### config.mk
export PLATFORM = sky130hd
export DESIGN_NAME = power_sched
export DESIGN_NICKNAME = d
export VERILOG_FILES = /design/src/rtl/power_sched.sv
export SDC_FILE = /design/constraint.sdc
export NUM_CORES = 1
export LEC_CHECK = 0
export ABC_AREA = 0
export CAP_MARGIN = 30
export CORE_MARGIN = 4
export CORE_UTILIZATION = 59
export CTS_CLUSTER_DIAMETER = 100
export DETAILED_ROUTE_END_ITERATION = 12
export PLACE_DENSITY = 0.87
export SKIP_CTS_REPAIR_TIMING = 1
export SLEW_MARGIN = 20
export SYNTH_ARGS = -nofsm -noshare
export SYNTH_HDL_FRONTEND = slang
export SYNTH_SLANG_ARGS = --single-unit
### constraint.sdc
create_clock -name i_clk -period 8.33 [get_ports i_clk]
set_clock_uncertainty 0.05 [all_clocks]
set_input_delay 0.833 -clock i_clk [delete_from_list [all_inputs] [get_ports i_clk]]
set_output_delay 0.833 -clock i_clk [all_outputs]
set_load 0.02 [all_outputs]
### src/rtl/power_sched.sv
// power_sched: shared x^e mod 256 engine with round-robin request arbitration.
// Optional POWER_SCHED_BYPASS_EN: exponents 0 and 1 resolve directly in EVAL.
module power_sched #(
  parameter  int NUM_REQ = 4,
  parameter  int EXP_W   = 4,
  localparam int IDW     = $clog2(NUM_REQ)
) (
  input  logic                     i_clk,
  input  logic                     i_arstn,
  input  logic [NUM_REQ-1:0]       i_reqValid,
  input  logic [8*NUM_REQ-1:0]     i_reqX,
  input  logic [EXP_W*NUM_REQ-1:0] i_reqExp,
  output logic [NUM_REQ-1:0]       o_reqReady,
  output logic                     o_rspValid,
  output logic [7:0]               o_rspData,
  output logic [IDW-1:0]           o_rspId,
  input  logic                     i_rspReady
);

  localparam logic [IDW:0]   NUM_REQ_V = (IDW+1)'(NUM_REQ);
  localparam logic [IDW-1:0] LAST_ID   = IDW'(NUM_REQ - 1);

  typedef enum logic [2:0] {
    S_IDLE = 3'd0,
    S_EVAL = 3'd1,
    S_MULR = 3'd2,
    S_SQR  = 3'd3,
    S_DONE = 3'd4
  } state_t;

  state_t           state_q, state_d;
  logic [IDW-1:0]   ptr_q, ptr_d;
  logic [7:0]       b_q, b_d;
  logic [7:0]       r_q, r_d;
  logic [EXP_W-1:0] e_q, e_d;
  logic [IDW-1:0]   id_q, id_d;
  logic [1:0]       ph_q, ph_d;
  logic [7:0]       opa_q, opa_d;
  logic [7:0]       opb_q, opb_d;
  logic [7:0]       pp_bd_q, pp_bd_d;
  logic [7:0]       pp_ad_q, pp_ad_d;
  logic [7:0]       pp_bc_q, pp_bc_d;
  logic             rsp_valid_q, rsp_valid_d;
  logic [7:0]       rsp_data_q, rsp_data_d;
  logic [IDW-1:0]   rsp_id_q, rsp_id_d;
`ifdef POWER_SCHED_BYPASS_EN
  logic             byp_q, byp_d;
`endif

  logic               gnt_found_s;
  logic [IDW-1:0]     gnt_idx_s;
  logic [IDW:0]       cand_s;
  logic [IDW:0]       sum_s;
  logic               hit_s;
  logic [NUM_REQ-1:0] gnt_oh_s;
  logic [7:0]         x_sel_s;
  logic [EXP_W-1:0]   exp_sel_s;
  logic [7:0]         mid_s;
  logic [7:0]         prod_s;

  // Round-robin search: first valid requester at or after the pointer, wrapping.
  always_comb begin
    gnt_found_s = 1'b0;
    gnt_idx_s   = '0;
    cand_s      = '0;
    sum_s       = '0;
    hit_s       = 1'b0;
    for (int k = 0; k < NUM_REQ; k++) begin
      sum_s       = {1'b0, ptr_q} + (IDW+1)'(k);
      cand_s      = (sum_s >= NUM_REQ_V) ? (sum_s - NUM_REQ_V) : sum_s;
      hit_s       = !gnt_found_s && i_reqValid[cand_s[IDW-1:0]];
      gnt_idx_s   = hit_s ? cand_s[IDW-1:0] : gnt_idx_s;
      gnt_found_s = gnt_found_s | hit_s;
    end
  end

  // Operand select for the granted requester and the grant vector.
  always_comb begin
    x_sel_s   = '0;
    exp_sel_s = '0;
    for (int i = 0; i < NUM_REQ; i++) begin
      x_sel_s   = (gnt_idx_s == IDW'(i)) ? i_reqX[8*i +: 8] : x_sel_s;
      exp_sel_s = (gnt_idx_s == IDW'(i)) ? i_reqExp[EXP_W*i +: EXP_W] : exp_sel_s;
    end
    gnt_oh_s   = gnt_found_s ? (NUM_REQ'(1) << gnt_idx_s) : '0;
    o_reqReady = ((state_q == S_IDLE) && i_arstn) ? gnt_oh_s : '0;
  end

  // A*C is omitted: it only contributes to bits 8 and above.
  assign mid_s  = pp_ad_q + pp_bc_q;
  assign prod_s = pp_bd_q + (mid_s << 4);

  assign o_rspValid = rsp_valid_q;
  assign o_rspData  = rsp_data_q;
  assign o_rspId    = rsp_id_q;

  // Sequencer next-state and datapath updates.
  always_comb begin
    state_d     = state_q;
    ptr_d       = ptr_q;
    b_d         = b_q;
    r_d         = r_q;
    e_d         = e_q;
    id_d        = id_q;
    ph_d        = ph_q;
    opa_d       = opa_q;
    opb_d       = opb_q;
    pp_bd_d     = pp_bd_q;
    pp_ad_d     = pp_ad_q;
    pp_bc_d     = pp_bc_q;
    rsp_valid_d = rsp_valid_q;
    rsp_data_d  = rsp_data_q;
    rsp_id_d    = rsp_id_q;
`ifdef POWER_SCHED_BYPASS_EN
    byp_d       = byp_q;
`endif
    case (state_q)
      S_IDLE: begin
        if (gnt_found_s) begin
          b_d     = x_sel_s;
          r_d     = 8'h01;
          e_d     = exp_sel_s;
          id_d    = gnt_idx_s;
          ptr_d   = (gnt_idx_s == LAST_ID) ? '0 : (gnt_idx_s + IDW'(1));
          ph_d    = 2'd0;
`ifdef POWER_SCHED_BYPASS_EN
          byp_d   = ({1'b0, exp_sel_s} < (EXP_W+1)'(2));
`endif
          state_d = S_EVAL;
        end else begin
          state_d = S_IDLE;
        end
      end
      S_EVAL: begin
        ph_d = 2'd0;
        if (e_q == '0) begin
          state_d = S_DONE;
        end else if (e_q[0]) begin
`ifdef POWER_SCHED_BYPASS_EN
          if (byp_q) begin
            r_d     = b_q;
            e_d     = '0;
            state_d = S_DONE;
          end else begin
            state_d = S_MULR;
          end
`else
          state_d = S_MULR;
`endif
        end else begin
          state_d = S_SQR;
        end
      end
      S_MULR, S_SQR: begin
        case (ph_q)
          2'd0: begin
            opa_d = (state_q == S_MULR) ? r_q : b_q;
            opb_d = b_q;
            ph_d  = 2'd1;
          end
          2'd1: begin
            pp_bd_d = {4'h0, opa_q[3:0]} * {4'h0, opb_q[3:0]};
            pp_ad_d = {4'h0, opa_q[7:4]} * {4'h0, opb_q[3:0]};
            pp_bc_d = {4'h0, opa_q[3:0]} * {4'h0, opb_q[7:4]};
            ph_d    = 2'd2;
          end
          default: begin
            if (state_q == S_MULR) begin
              r_d = prod_s;
              e_d = e_q & ~(EXP_W'(1));
            end else begin
              b_d = prod_s;
              e_d = e_q >> 1;
            end
            ph_d    = 2'd0;
            state_d = S_EVAL;
          end
        endcase
      end
      S_DONE: begin
        // First DONE cycle loads the response; it then holds until accepted.
        if (!rsp_valid_q) begin
          rsp_valid_d = 1'b1;
          rsp_data_d  = r_q;
          rsp_id_d    = id_q;
        end else if (i_rspReady) begin
          rsp_valid_d = 1'b0;
          state_d     = S_IDLE;
        end else begin
          rsp_valid_d = 1'b1;
        end
      end
      default: begin
        state_d     = S_IDLE;
        rsp_valid_d = 1'b0;
      end
    endcase
  end

  // State and datapath registers.
  always_ff @(posedge i_clk or negedge i_arstn) begin
    if (!i_arstn) begin
      state_q     <= S_IDLE;
      ptr_q       <= '0;
      b_q         <= 8'h00;
      r_q         <= 8'h00;
      e_q         <= '0;
      id_q        <= '0;
      ph_q        <= 2'd0;
      opa_q       <= 8'h00;
      opb_q       <= 8'h00;
      pp_bd_q     <= 8'h00;
      pp_ad_q     <= 8'h00;
      pp_bc_q     <= 8'h00;
      rsp_valid_q <= 1'b0;
      rsp_data_q  <= 8'h00;
      rsp_id_q    <= '0;
`ifdef POWER_SCHED_BYPASS_EN
      byp_q       <= 1'b0;
`endif
    end else begin
      state_q     <= state_d;
      ptr_q       <= ptr_d;
      b_q         <= b_d;
      r_q         <= r_d;
      e_q         <= e_d;
      id_q        <= id_d;
      ph_q        <= ph_d;
      opa_q       <= opa_d;
      opb_q       <= opb_d;
      pp_bd_q     <= pp_bd_d;
      pp_ad_q     <= pp_ad_d;
      pp_bc_q     <= pp_bc_d;
      rsp_valid_q <= rsp_valid_d;
      rsp_data_q  <= rsp_data_d;
      rsp_id_q    <= rsp_id_d;
`ifdef POWER_SCHED_BYPASS_EN
      byp_q       <= byp_d;
`endif
    end
  end

endmodule

# Word-level counts from Yosys, hierarchy flattened

Index checks and enable logic that the tools add are counted.

Mux-type cells: 53
Reduce and logical (&&, ||, !) cells: 25
$lt $le $gt $ge: 8
Shift-type cells: 1
Bitwise gates (word level): 4
Multiply operators: 3
Add/sub/neg operators: 10
Equality and inequality tests: 14

Operator list:

| cell                | count |
|---|---|
| $mux 8              | 11 |
| $mux 4              | 9 |
| $pmux 8 s2          | 2 |
| $mux 2              | 10 |
| $lt 2x3->1 const B  | 4 |
| $mux 3              | 4 |
| $ne 2x2->1 const B  | 6 |
| $pmux 3 s4          | 1 |
| $reduce_and 2->1    | 5 |
| $ge 3x3->1 const B  | 3 |
| $add 8x8->8         | 1 |
| $bmux 1 s2          | 4 |
| $mul 4x4->4         | 2 |
| $mul 4x4->8         | 1 |
| $mux 1              | 8 |
| $pmux 4 s2          | 1 |
| $reduce_and 4->1    | 2 |
| $sub 2x1->2 const B | 4 |
| $add 2x2->3 const B | 2 |
| $eq 3x2->1 const B  | 2 |
| $pmux 2 s3          | 1 |
| $reduce_and 3->1    | 2 |
| $add 4x4->4         | 1 |
| $eq 2x1->1 const B  | 2 |
| other kinds (20)    | 30 |

Input bits: 55
Register bits after elaboration: 72
Output and inout port bits: 15
Logic and storage cells: 134

# Logic depth before layout (Yosys ltp)

Gate-level depths: netlist of the first run.

Depth in word-level cells: 20
Gate-level depth with buffers: 12
Gate-level depth less buffers: 11

# Worst setup path before layout of the first run

OpenSTA, ideal clock, no wires.

Kind: in2out
Start point: input port i_reqValid[2]
End point: output port o_reqReady[3]
Arrival: 2.315 ns
Path buffers: 2
Cell stages on the path: 7
Required time: 7.447 ns
Setup slack: 5.132 ns
Cells stage by stage: mux2i_1 > nor2_1 > nor3_1 > ha_1 > clkbuf_1 > clkbuf_1 > and3_1

Longest elaborated chain between the ends: 14
Elaborated cells between the ends (all ways): 24
Classes of those cells: 1 x shift; 14 x mux; 3 x bitwise; 6 x reduce/logical

RTL lines:

| item                         | line | RTL |
|---|---|---|
| start: declaration           | 10   | `input logic [NUM_REQ-1:0] i_reqValid,` |
| $bmux 1 s2                   | 71   | `hit_s = !gnt_found_s && i_reqValid[cand_s[IDW-1:0]];` |
| $mux 1 (not written as such) | 71   |  |
| $logic_not 1->1              | 71   |  |
| $logic_and 1x1->1            | 71   |  |
| $or 1x1->1                   | 73   | `gnt_found_s = gnt_found_s \| hit_s;` |
| $logic_not 1->1              | 71   |  |
| $logic_and 1x1->1            | 71   |  |
| $or 1x1->1                   | 73   |  |
| $logic_not 1->1              | 71   |  |
| $logic_and 1x1->1            | 71   |  |
| $mux 2 (*)                   | 72   | `gnt_idx_s = hit_s ? cand_s[IDW-1:0] : gnt_idx_s;` |
| named net gnt_idx_s[0]       | 51   | `logic [IDW-1:0] gnt_idx_s;` |
| $shl 1x2->4 (*)              | 85   | `gnt_oh_s = gnt_found_s ? (NUM_REQ'(1) << gnt_idx_s) : '0;` |
| $mux 4 (*)                   | 85   |  |
| $mux 4 (*)                   | 86   | `o_reqReady = ((state_q == S_IDLE) && i_arstn) ? gnt_oh_s : '0;` |
| end: declaration             | 13   | `output logic [NUM_REQ-1:0] o_reqReady,` |

The timed path passes the listed nets; every way through them passes the cells marked *. The select of a mux whose other input is x is not followed.

# Worst setup path after layout of the first run

Start point: input port i_reqValid[0]
End point: output port o_reqReady[3]

Same word-level chain as after synthesis.

==> impl_metrics.toml, run 1 <==
[worst_setup_path]
r2r_setup_slack_ns = 5.28
crit_required_ns = 7.45
worstPathMaxFanout = 25
crit_path_start_kind = "input port"
worst_path_most_repeated_cell = "clkdlybuf4s50_1"
worstSetupPathType = "in2out"
end_kind = "output pin"
r2r_start = "opa_q[0]"
cp_cell_sequence = "clkdlybuf4s50_1, mux2i_1, nor2_1, nor3_1, ha_1, and3_1, clkdlybuf4s50_1"
ff2ff_path_depth = 10
worst_path_max_delay_cell = "ha_1"
cp.arrival_ns = 3.58
r2r-end = "pp_bd_q[7]"
max_stage_delay_ns = 0.74

[synth]
yosysSeqAreaShare_pct = 40.8
ys_seq_elements = 72
synth_area_mm2 = 0.00441
async_reset_ff_share_pct = 100
avgSynthCellArea_um2 = 9.94
syn-instance-count = 444
ys_warn_count = 0
synth_cell_type_count = 44
synth_edf_count = 0
synth-main-ff-cell = "dfrtp_1"
syn_nets = 535

[clock_network]
clock_path_buffers = 2
clk_pin_slew_ns = 0.08
htreeDepth = 3
clk_latency_ns = 0.35
cts_tree = "yes"
cts_root_buffer = "clkbuf_8"
cts_sinks = 72
cts_buffers = 9

[route]
via_count = 3562
drt_first_pass_iters = 4
wire_per_inst_um = 17.5
ant_nets = 0
drt-initial-drc-count = 168
drcViolationCount = 0
viasPerCell = 5.87
wirelength_um = 10700

[power]
combPwrFrac_pct = 52.3
switching_share_pct = 43.1
intPower_mw = 1.17
p_leak_nw = 2.49
peakVddDrop_mv = 0.179
clockPowerShare_pct = 15.3
p_per_area_mw_per_mm2 = 384
switchingPower_mw = 0.886
p_seq_share_pct = 32.5

[layout]
diodes = 0
nNetsFinal = 594
areaGrowthSynthToFinish_pct = 21.3
drive_gt1_share_pct = 10.6
final_cell_count_no_fill = 607

[floorplanning]
io_pins = 70
die_w_um = 94.5
start_util_pct = 60.9
dieArea_mm2 = 0.00893
die_h_um = 94.5
rows = 31
coreArea_mm2 = 0.00725

[placement]
placed_cells_incl_taps = 591
gp_congestion = 0.862
hpwl_um = 7940
numPortBuffers = 69

[job]
maxCapViolCount = 0

[global_routing]
antenna_found_initial = 0
grt_max_degree = 70
grt_pass1_vias = 3505
grt_use_total_pct = 25.1
grt_pass1_wl_um = 17100
grt.overflow.total = 0

[timing]
rsz0062_at_grt = "false"
fmax_mhz = 224
setup-violations-final = 0
fin_crit_ns = 4.46
finalHoldViolCount = 0
max-slew-margin-rel_pct = 43.1
tightest_slew_ns = 0.853
post-route-period-util_pct = 53.6
tns_ns = 0
drv_slew = 0

[status]
status = "completed"

[worst_hold_path]
hp-class = "in2async"
## worst max-delay path: cells and delay by family
| kind | cells | cell delay (ns) |
|---|---|---|
| adders and majority gates | 1 | 0.74 |
| buffers and inverters | 2 | 1.08 |
| muxes | 1 | 0.18 |
| and+or+nand+nor | 3 | 0.75 |
## layer usage
metal  share of wire (%)  global-route usage [%]  vias up  wire length [µm]
li1                    -                       -     1673                 -
met1                  40                    30.6     1732              4250
met2                  50                    41.3      120              5350
met3                 5.9                    6.69       37               625
met4                 4.0                    12.3        0               427
met5                   0                       0        -                 0
## state kept, by name (all words and copies together), names as in the netlist
signal and count:
pp_bc_q 4, e_q 4, opb_q 8, b_q 8, pp_ad_q 4, o_rspValid 1
ph_q 2, ptr_q 2, o_rspData 8, r_q 8, opa_q 8, o_rspId 2
id_q 2, state_q 3, pp_bd_q 8
## kinds of logic (layout without fill, tap and decap cells)
family          Yosys count  count (layout)  synth area share, %
simple gates            131             131                 14.5
compound gates          101             101                 15.3
flops                    72              72                 40.8
buf+inv                  48             112                 4.90
fa+ha+maj                36              36                 11.2
mux                      36              36                 9.01
xor+xnor                 20              20                 4.28
## power groups by stage
| stage | sequential [mW] | clock (mW) | combinational (mW) |
|---|---|---|---|
| 6_report | 0.668 | 0.314 | 1.08 |
| 5_1_grt | 0.688 | 0.336 | 1.20 |
| 4_1_cts | 0.664 | 0.318 | 1.08 |
| 3_5_place_dp | 0.668 | 0 | 1.07 |
| 3_3_place_gp | 0.657 | 0 | 1.03 |
| 2_1_floorplan | 0.617 | 0 | 0.819 |
## how the worst max path moves through the flow
stage | from | to | slack [ns] | cells after the start
floorplan | i_reqValid[2] | o_reqReady[3] | 5.13 | 7
global placement | i_reqValid[0] | o_reqReady[3] | 3.97 | 7
detailed placement | i_reqValid[0] | o_reqReady[3] | 3.92 | 7
CTS | i_reqValid[0] | o_reqReady[3] | 3.89 | 7
global route | i_reqValid[0] | o_reqReady[3] | 3.67 | 7
finish | i_reqValid[0] | o_reqReady[3] | 3.87 | 7
## synth_stat cells (4+ instances only)
cell       n  area (µm²)
dfrtp_1   72        1800
xor2_1     5        43.8
and2_1    23         144
nand3_1    4        20.0
nor2_1    23        86.3
a211oi_1   4        30.0
nand2_1   53         199
clkbuf_1  11        41.3
a221oi_1  12         105
inv_1     23        86.3
and3_1     5        31.3
a21o_1     6        45.0
buf_4      5        37.5
mux2i_1    9        90.1
a21oi_1   29         145
nor2b_1    6        37.5
nor3_1     5        25.0
o31ai_1   12        90.1
o21ai_0   22         110
mux2_2    26         293
buf_2      8        40.0
ha_1      30         375
fa_1       6         120
a221o_1    8        80.1
xnor2_1   14         123
## layout make-up
type	count	area, µm²
Inverter	23	86.3
Multi-Input combinational cell	324	2400
Fill cell	488	1900
Timing Repair Buffer	73	718
Tap cell	99	124
Clock inverter	7	103
Sequential cell	72	1800
Clock buffer	9	124
## per-stage QoR
step | utilization, % | hold WS, ns | setup slack [ns] | power, mW | cell area [µm²]
3_5_place_dp | 70.7 | 0.440 | 3.92 | 1.73 | 5130
6_report | 73.8 | 0.245 | 3.87 | 2.06 | 5350
2_1_floorplan | - | 0.401 | 5.13 | 1.44 | 4410
5_1_grt | 73.8 | 0.235 | 3.67 | 2.22 | 5350
4_1_cts | 73.8 | 0.237 | 3.89 | 2.06 | 5350
3_3_place_gp | 70.7 | 0.424 | 3.97 | 1.68 | 5130
## cell usage in the layout (no fill, tap or decap), types with 6 or more instances in the layout
cell,n
a21o_1,6
a21oi_1,29
a221o_1,8
a221oi_1,12
and2_1,23
clkbuf_8,9
clkdlybuf4s50_1,68
dfrtp_1,72
fa_1,6
ha_1,30
inv_1,23
mux2_2,26
mux2i_1,9
nand2_1,53
nor2_1,23
nor2b_1,6
o21ai_0,22
o31ai_1,12
xnor2_1,14
(Power assumes the default switching activity.)
==> run 2, diff against run 1 <==
Settings changed: CORE_UTILIZATION 59 to 49, PLACE_DENSITY 0.87 to 0.77.
Clock period 8.33 ns to 3.87 ns, I/O delays scaled along.
==> impl_metrics.toml, run 2 (same netlist as run 1, synthesis figures left out) <==
[clock_network]
clock_path_buffers = 2
cts_tree = "yes"
htreeDepth = 3
clk_pin_slew_ns = 0.08
cts_buffers = 9
cts_root_buffer = "clkbuf_8"
clk_latency_ns = 0.35
cts_sinks = 72

[route]
ant_nets = 0
wl_met3_um = 622
drt-initial-drc-count = 140
via_count = 3514
wl_met1_um = 4410
drcViolationCount = 0
viasPerCell = 5.68
drt_first_pass_iters = 4
topRoutingLayerUsed = "met4"
wl_met2_um = 5290
wirelength_um = 10500
wire_per_inst_um = 17.0

[placement]
hpwl_um = 8070
numPortBuffers = 69
detailedPlace.worstSlack_ns = 0.456
placed_cells_incl_taps = 602
place_area_mm2 = 0.00515
gp_congestion = 0.911

[floorplanning]
die_w_um = 103
dieArea_mm2 = 0.0106
die_h_um = 103
coreArea_mm2 = 0.00876
rows = 34
io_pins = 70
start_util_pct = 50.4

[timing]
rsz0062_at_grt = "false"
post-route-period-util_pct = 85.9
fin_ws_ns = 0.545
fin_crit_ns = 3.32
tightest_slew_ns = 0.784
fmax_mhz = 301
finalHoldViolCount = 0
drv_slew = 0
max-slew-margin-rel_pct = 47.6
setup-violations-final = 0
tns_ns = 0

[worst_setup_path]
max_stage_delay_ns = 0.60
r2r-end = "pp_bd_q[7]"
ff2ff_path_depth = 10
worstPathMaxFanout = 15
r2r_setup_slack_ns = 0.74
worst_path_max_delay_cell = "clkdlybuf4s50_1"
crit_required_ns = 3.43
crit_path_start_kind = "register"
cp_cell_sequence = "mux2i_1, nor2_1, nor3_1, ha_1, and3_1, clkdlybuf4s50_1"
cp-endpoint = "o_reqReady[1]"
cp.arrival_ns = 2.89
end_kind = "output pin"
worstSetupPathType = "reg2out"
crit_path_start = "ptr_q[1]"
r2r_start = "opa_q[0]"

[global_routing]
grt_max_degree = 45
grt.overflow.total = 0
grt_use_total_pct = 21.3
grt_pass1_vias = 3632
antenna_found_initial = 0
grt_pass1_wl_um = 17400

[layout]
final_area_mm2 = 0.00536
utilization_pct = 61.2
nNetsFinal = 597
diodes = 0
drive_gt1_share_pct = 10.8
areaGrowthSynthToFinish_pct = 21.4
layout_commonest_cell = "dfrtp_1"
final_cell_count_no_fill = 619
layout_common_cells = "dfrtp_1 (72), clkdlybuf4s50_1 (68), nand2_1 (53), ha_1 (30), a21oi_1 (29)"

[power]
p_leak_nw = 2.49
peakVddDrop_mv = 0.388
p_per_area_mw_per_mm2 = 813

[status]
status = "completed"

[job]
maxCapViolCount = 0

[worst_hold_path]
hp-class = "reg2reg"
[run 2: metal layers]
metal / up-vias / global-route usage [%]
met5: - / 0
met1: 1692 / 26.8
li1: 1679 / -
met2: 123 / 36.1
met3: 20 / 5.14
met4: 0 / 6.97
[run 2: per-stage QoR]
| stage | power, mW | hold WS, ns |
|---|---|---|
| floorplan | 3.09 | 0.0414 |
| global placement | 3.67 | 0.297 |
| detailed placement | 3.77 | 0.297 |
| CTS | 4.39 | -0.0874 |
| global route | 4.72 | 0.473 |
| finish | 4.36 | 0.445 |
[run 2: cell type report]
class,instances,area (µm²)
inverter,23,86.3
tap,108,135
clock inverter,6,68.8
clock buffer,10,128
fill,756,3400
multi-input combinational,324,2400
timing repair buffer,76,743
sequential,72,1800
[run 2: worst max-delay path: cells and delay by family, from the launching register on]
family                     cells  cell delay (ns)
and+or+nand+nor                3             0.69
adders and majority gates      1             0.54
muxes                          1             0.24
DFF                            1             0.46
buffers and inverters          1             0.60
[run 2: power breakdown]
part           switching [mW]  internal, mW  total, mW
clock network           0.297         0.301      0.598
logic                    1.24          1.08       2.33
registers               0.351          1.08       1.43
total                    1.89          2.47       4.36
[run 2: worst min-delay path by stage]
stage | start | endpoint | slack (ns) | depth (start not counted)
final | pp_bd_q[0] | pp_bd_q[0] | 0.44 | 2
after global routing | o_rspData[1] | o_rspData[1] | 0.47 | 1
after CTS | i_arstn | o_rspData[2] | -0.09 | 1
after detailed placement | i_arstn | o_rspData[3] | 0.30 | 1
after global placement | i_arstn | o_rspData[3] | 0.30 | 1
after floorplan | i_arstn | b_q[0] | 0.04 | 0
==> run 3, diff against run 2 <==
Settings changed: CAP_MARGIN 30 to unset, RECOVER_POWER set to 100.
==> impl_metrics.toml, run 3 (same netlist as run 1, synthesis figures left out) <==
[worst_setup_path]
end_kind = "output pin"
worstSetupPathType = "in2out"
worst_path_max_delay_cell = "dlygate4sd3_1"
cpLargestDelayFamily = "buffers and inverters"
max_stage_delay_ns = 0.67
ff2ff_path_depth = 10
cp.arrival_ns = 3.05
worst_path_most_repeated_cell = "dlygate4sd3_1"
crit_required_ns = 3.43
r2r-end = "pp_bd_q[7]"
r2r_setup_slack_ns = 0.72
worstPathMaxFanout = 15
r2r_start = "opa_q[0]"
cp_cell_sequence = "dlygate4sd3_1, mux2i_1, nor2_1, nor3_1, ha_1, and3_1, dlygate4sd3_1"
cp_num_buf_inv = 2
crit_path_start_kind = "input port"

[timing]
post-route-period-util_pct = 90.2
finalHoldViolCount = 0
fin_crit_ns = 3.49
tns_ns = 0
fin_ws_ns = 0.380
drv_slew = 17
fmax_mhz = 287
setup-violations-final = 0
rsz0062_at_grt = "false"
tightest_slew_ns = 1.55
max-slew-margin-rel_pct = -4.51

[global_routing]
grt_pass1_vias = 3632
grt_pass1_wl_um = 17400
antenna_found_initial = 0
grt.overflow.total = 0
grt_use_total_pct = 21.3
grt_max_degree = 45

[worst_hold_path]
hp-class = "in2async"

[layout]
drive_gt1_share_pct = 9.00
nNetsFinal = 597
diodes = 0
layout_commonest_cell = "dfrtp_1"
areaGrowthSynthToFinish_pct = 20.5
layout_common_cells = "dfrtp_1 (72), nand2_1 (54), clkdlybuf4s50_1 (51), ha_1 (30), a21oi_1 (29)"

[route]
ant_nets = 0
drt_first_pass_iters = 4
via_count = 3497
viasPerCell = 5.65
wirelength_um = 10500
wire_per_inst_um = 17.0
drt-initial-drc-count = 112
drcViolationCount = 0

[clock_network]
cts_root_buffer = "clkbuf_8"
htreeDepth = 3
cts_buffers = 9
clock_path_buffers = 2
cts_sinks = 72
clk_pin_slew_ns = 0.08
cts_tree = "yes"
clk_latency_ns = 0.35

[status]
violations = "capacitance limit, slew limit"
status = "complete, but fails checks"

[floorplanning]
coreArea_mm2 = 0.00876
dieArea_mm2 = 0.0106
io_pins = 70
die_w_um = 103
start_util_pct = 50.4
die_h_um = 103
rows = 34

[placement]
detailedPlace.worstSlack_ns = 0.456
gp_congestion = 0.911
hpwl_um = 8070
numPortBuffers = 69

[power]
peakVddDrop_mv = 0.376
p_leak_nw = 2.52
p_per_area_mw_per_mm2 = 810

[job]
maxCapViolCount = 1
## run 3: cell types whose count changed in the layout (fill, tap and decap cells not counted), sizes merged
| cell | before | now |
|---|---|---|
| buf | 7 | 4 |
| dlygate4sd3 | 1 | 18 |
| clkbuf | 10 | 13 |
| clkdlybuf4s50 | 68 | 51 |
## run 3: metal layers
layer  global-route usage, %  vias to the layer above  routed length, µm
met3                    5.14                       20                587
met5                       0                        -                  0
met2                    36.1                      121               5300
met1                    26.8                     1673               4450
met4                    6.97                        0                210
li1                        -                     1683                  -
## run 3: cell type report
class                   count  area, µm²
well taps                 108        135
clock buffers              10        128
flip-flops and latches     72       1800
clock inverters             6       68.8
inverters                  23       86.3
repair buffers             76        733
fillers                   762       3450
multi-input cells         324       2360
## run 3: through the flow
step | utilization, % | std cells | total power [mW] | hold slack (ns) | instance area [µm²]
global route | 60.7 | 619 | 4.66 | 0.467 | 5320
detailed placement | 58.8 | 602 | 3.77 | 0.297 | 5150
finish | 60.7 | 619 | 4.30 | 0.448 | 5320
global placement | 58.8 | 602 | 3.67 | 0.297 | 5150
CTS | 61.0 | 618 | 4.39 | -0.0874 | 5350
floorplan | - | 444 | 3.09 | 0.0414 | 4410
## run 3: worst max-delay path by stage
stage / startpoint / end / slack, ns / cells past startpoint
2_1_floorplan: opa_q[0] / pp_bd_q[7] / 0.93 / 11
3_3_place_gp: i_reqValid[0] / o_reqReady[1] / 0.66 / 7
3_5_place_dp: i_reqValid[0] / b_q[7] / 0.46 / 11
6_report: i_reqValid[0] / o_reqReady[1] / 0.38 / 7
5_1_grt: i_reqValid[0] / o_reqReady[1] / 0.18 / 7
4_1_cts: ptr_q[1] / o_reqReady[1] / 0.54 / 6
## run 3: report_power, final
group | total [mW] | leakage (nW) | switching [mW] | internal (mW)
Clock | 0.600 | 0.0968 | 0.299 | 0.301
Combinational | 2.28 | 1.51 | 1.24 | 1.04
Sequential | 1.42 | 0.918 | 0.344 | 1.08
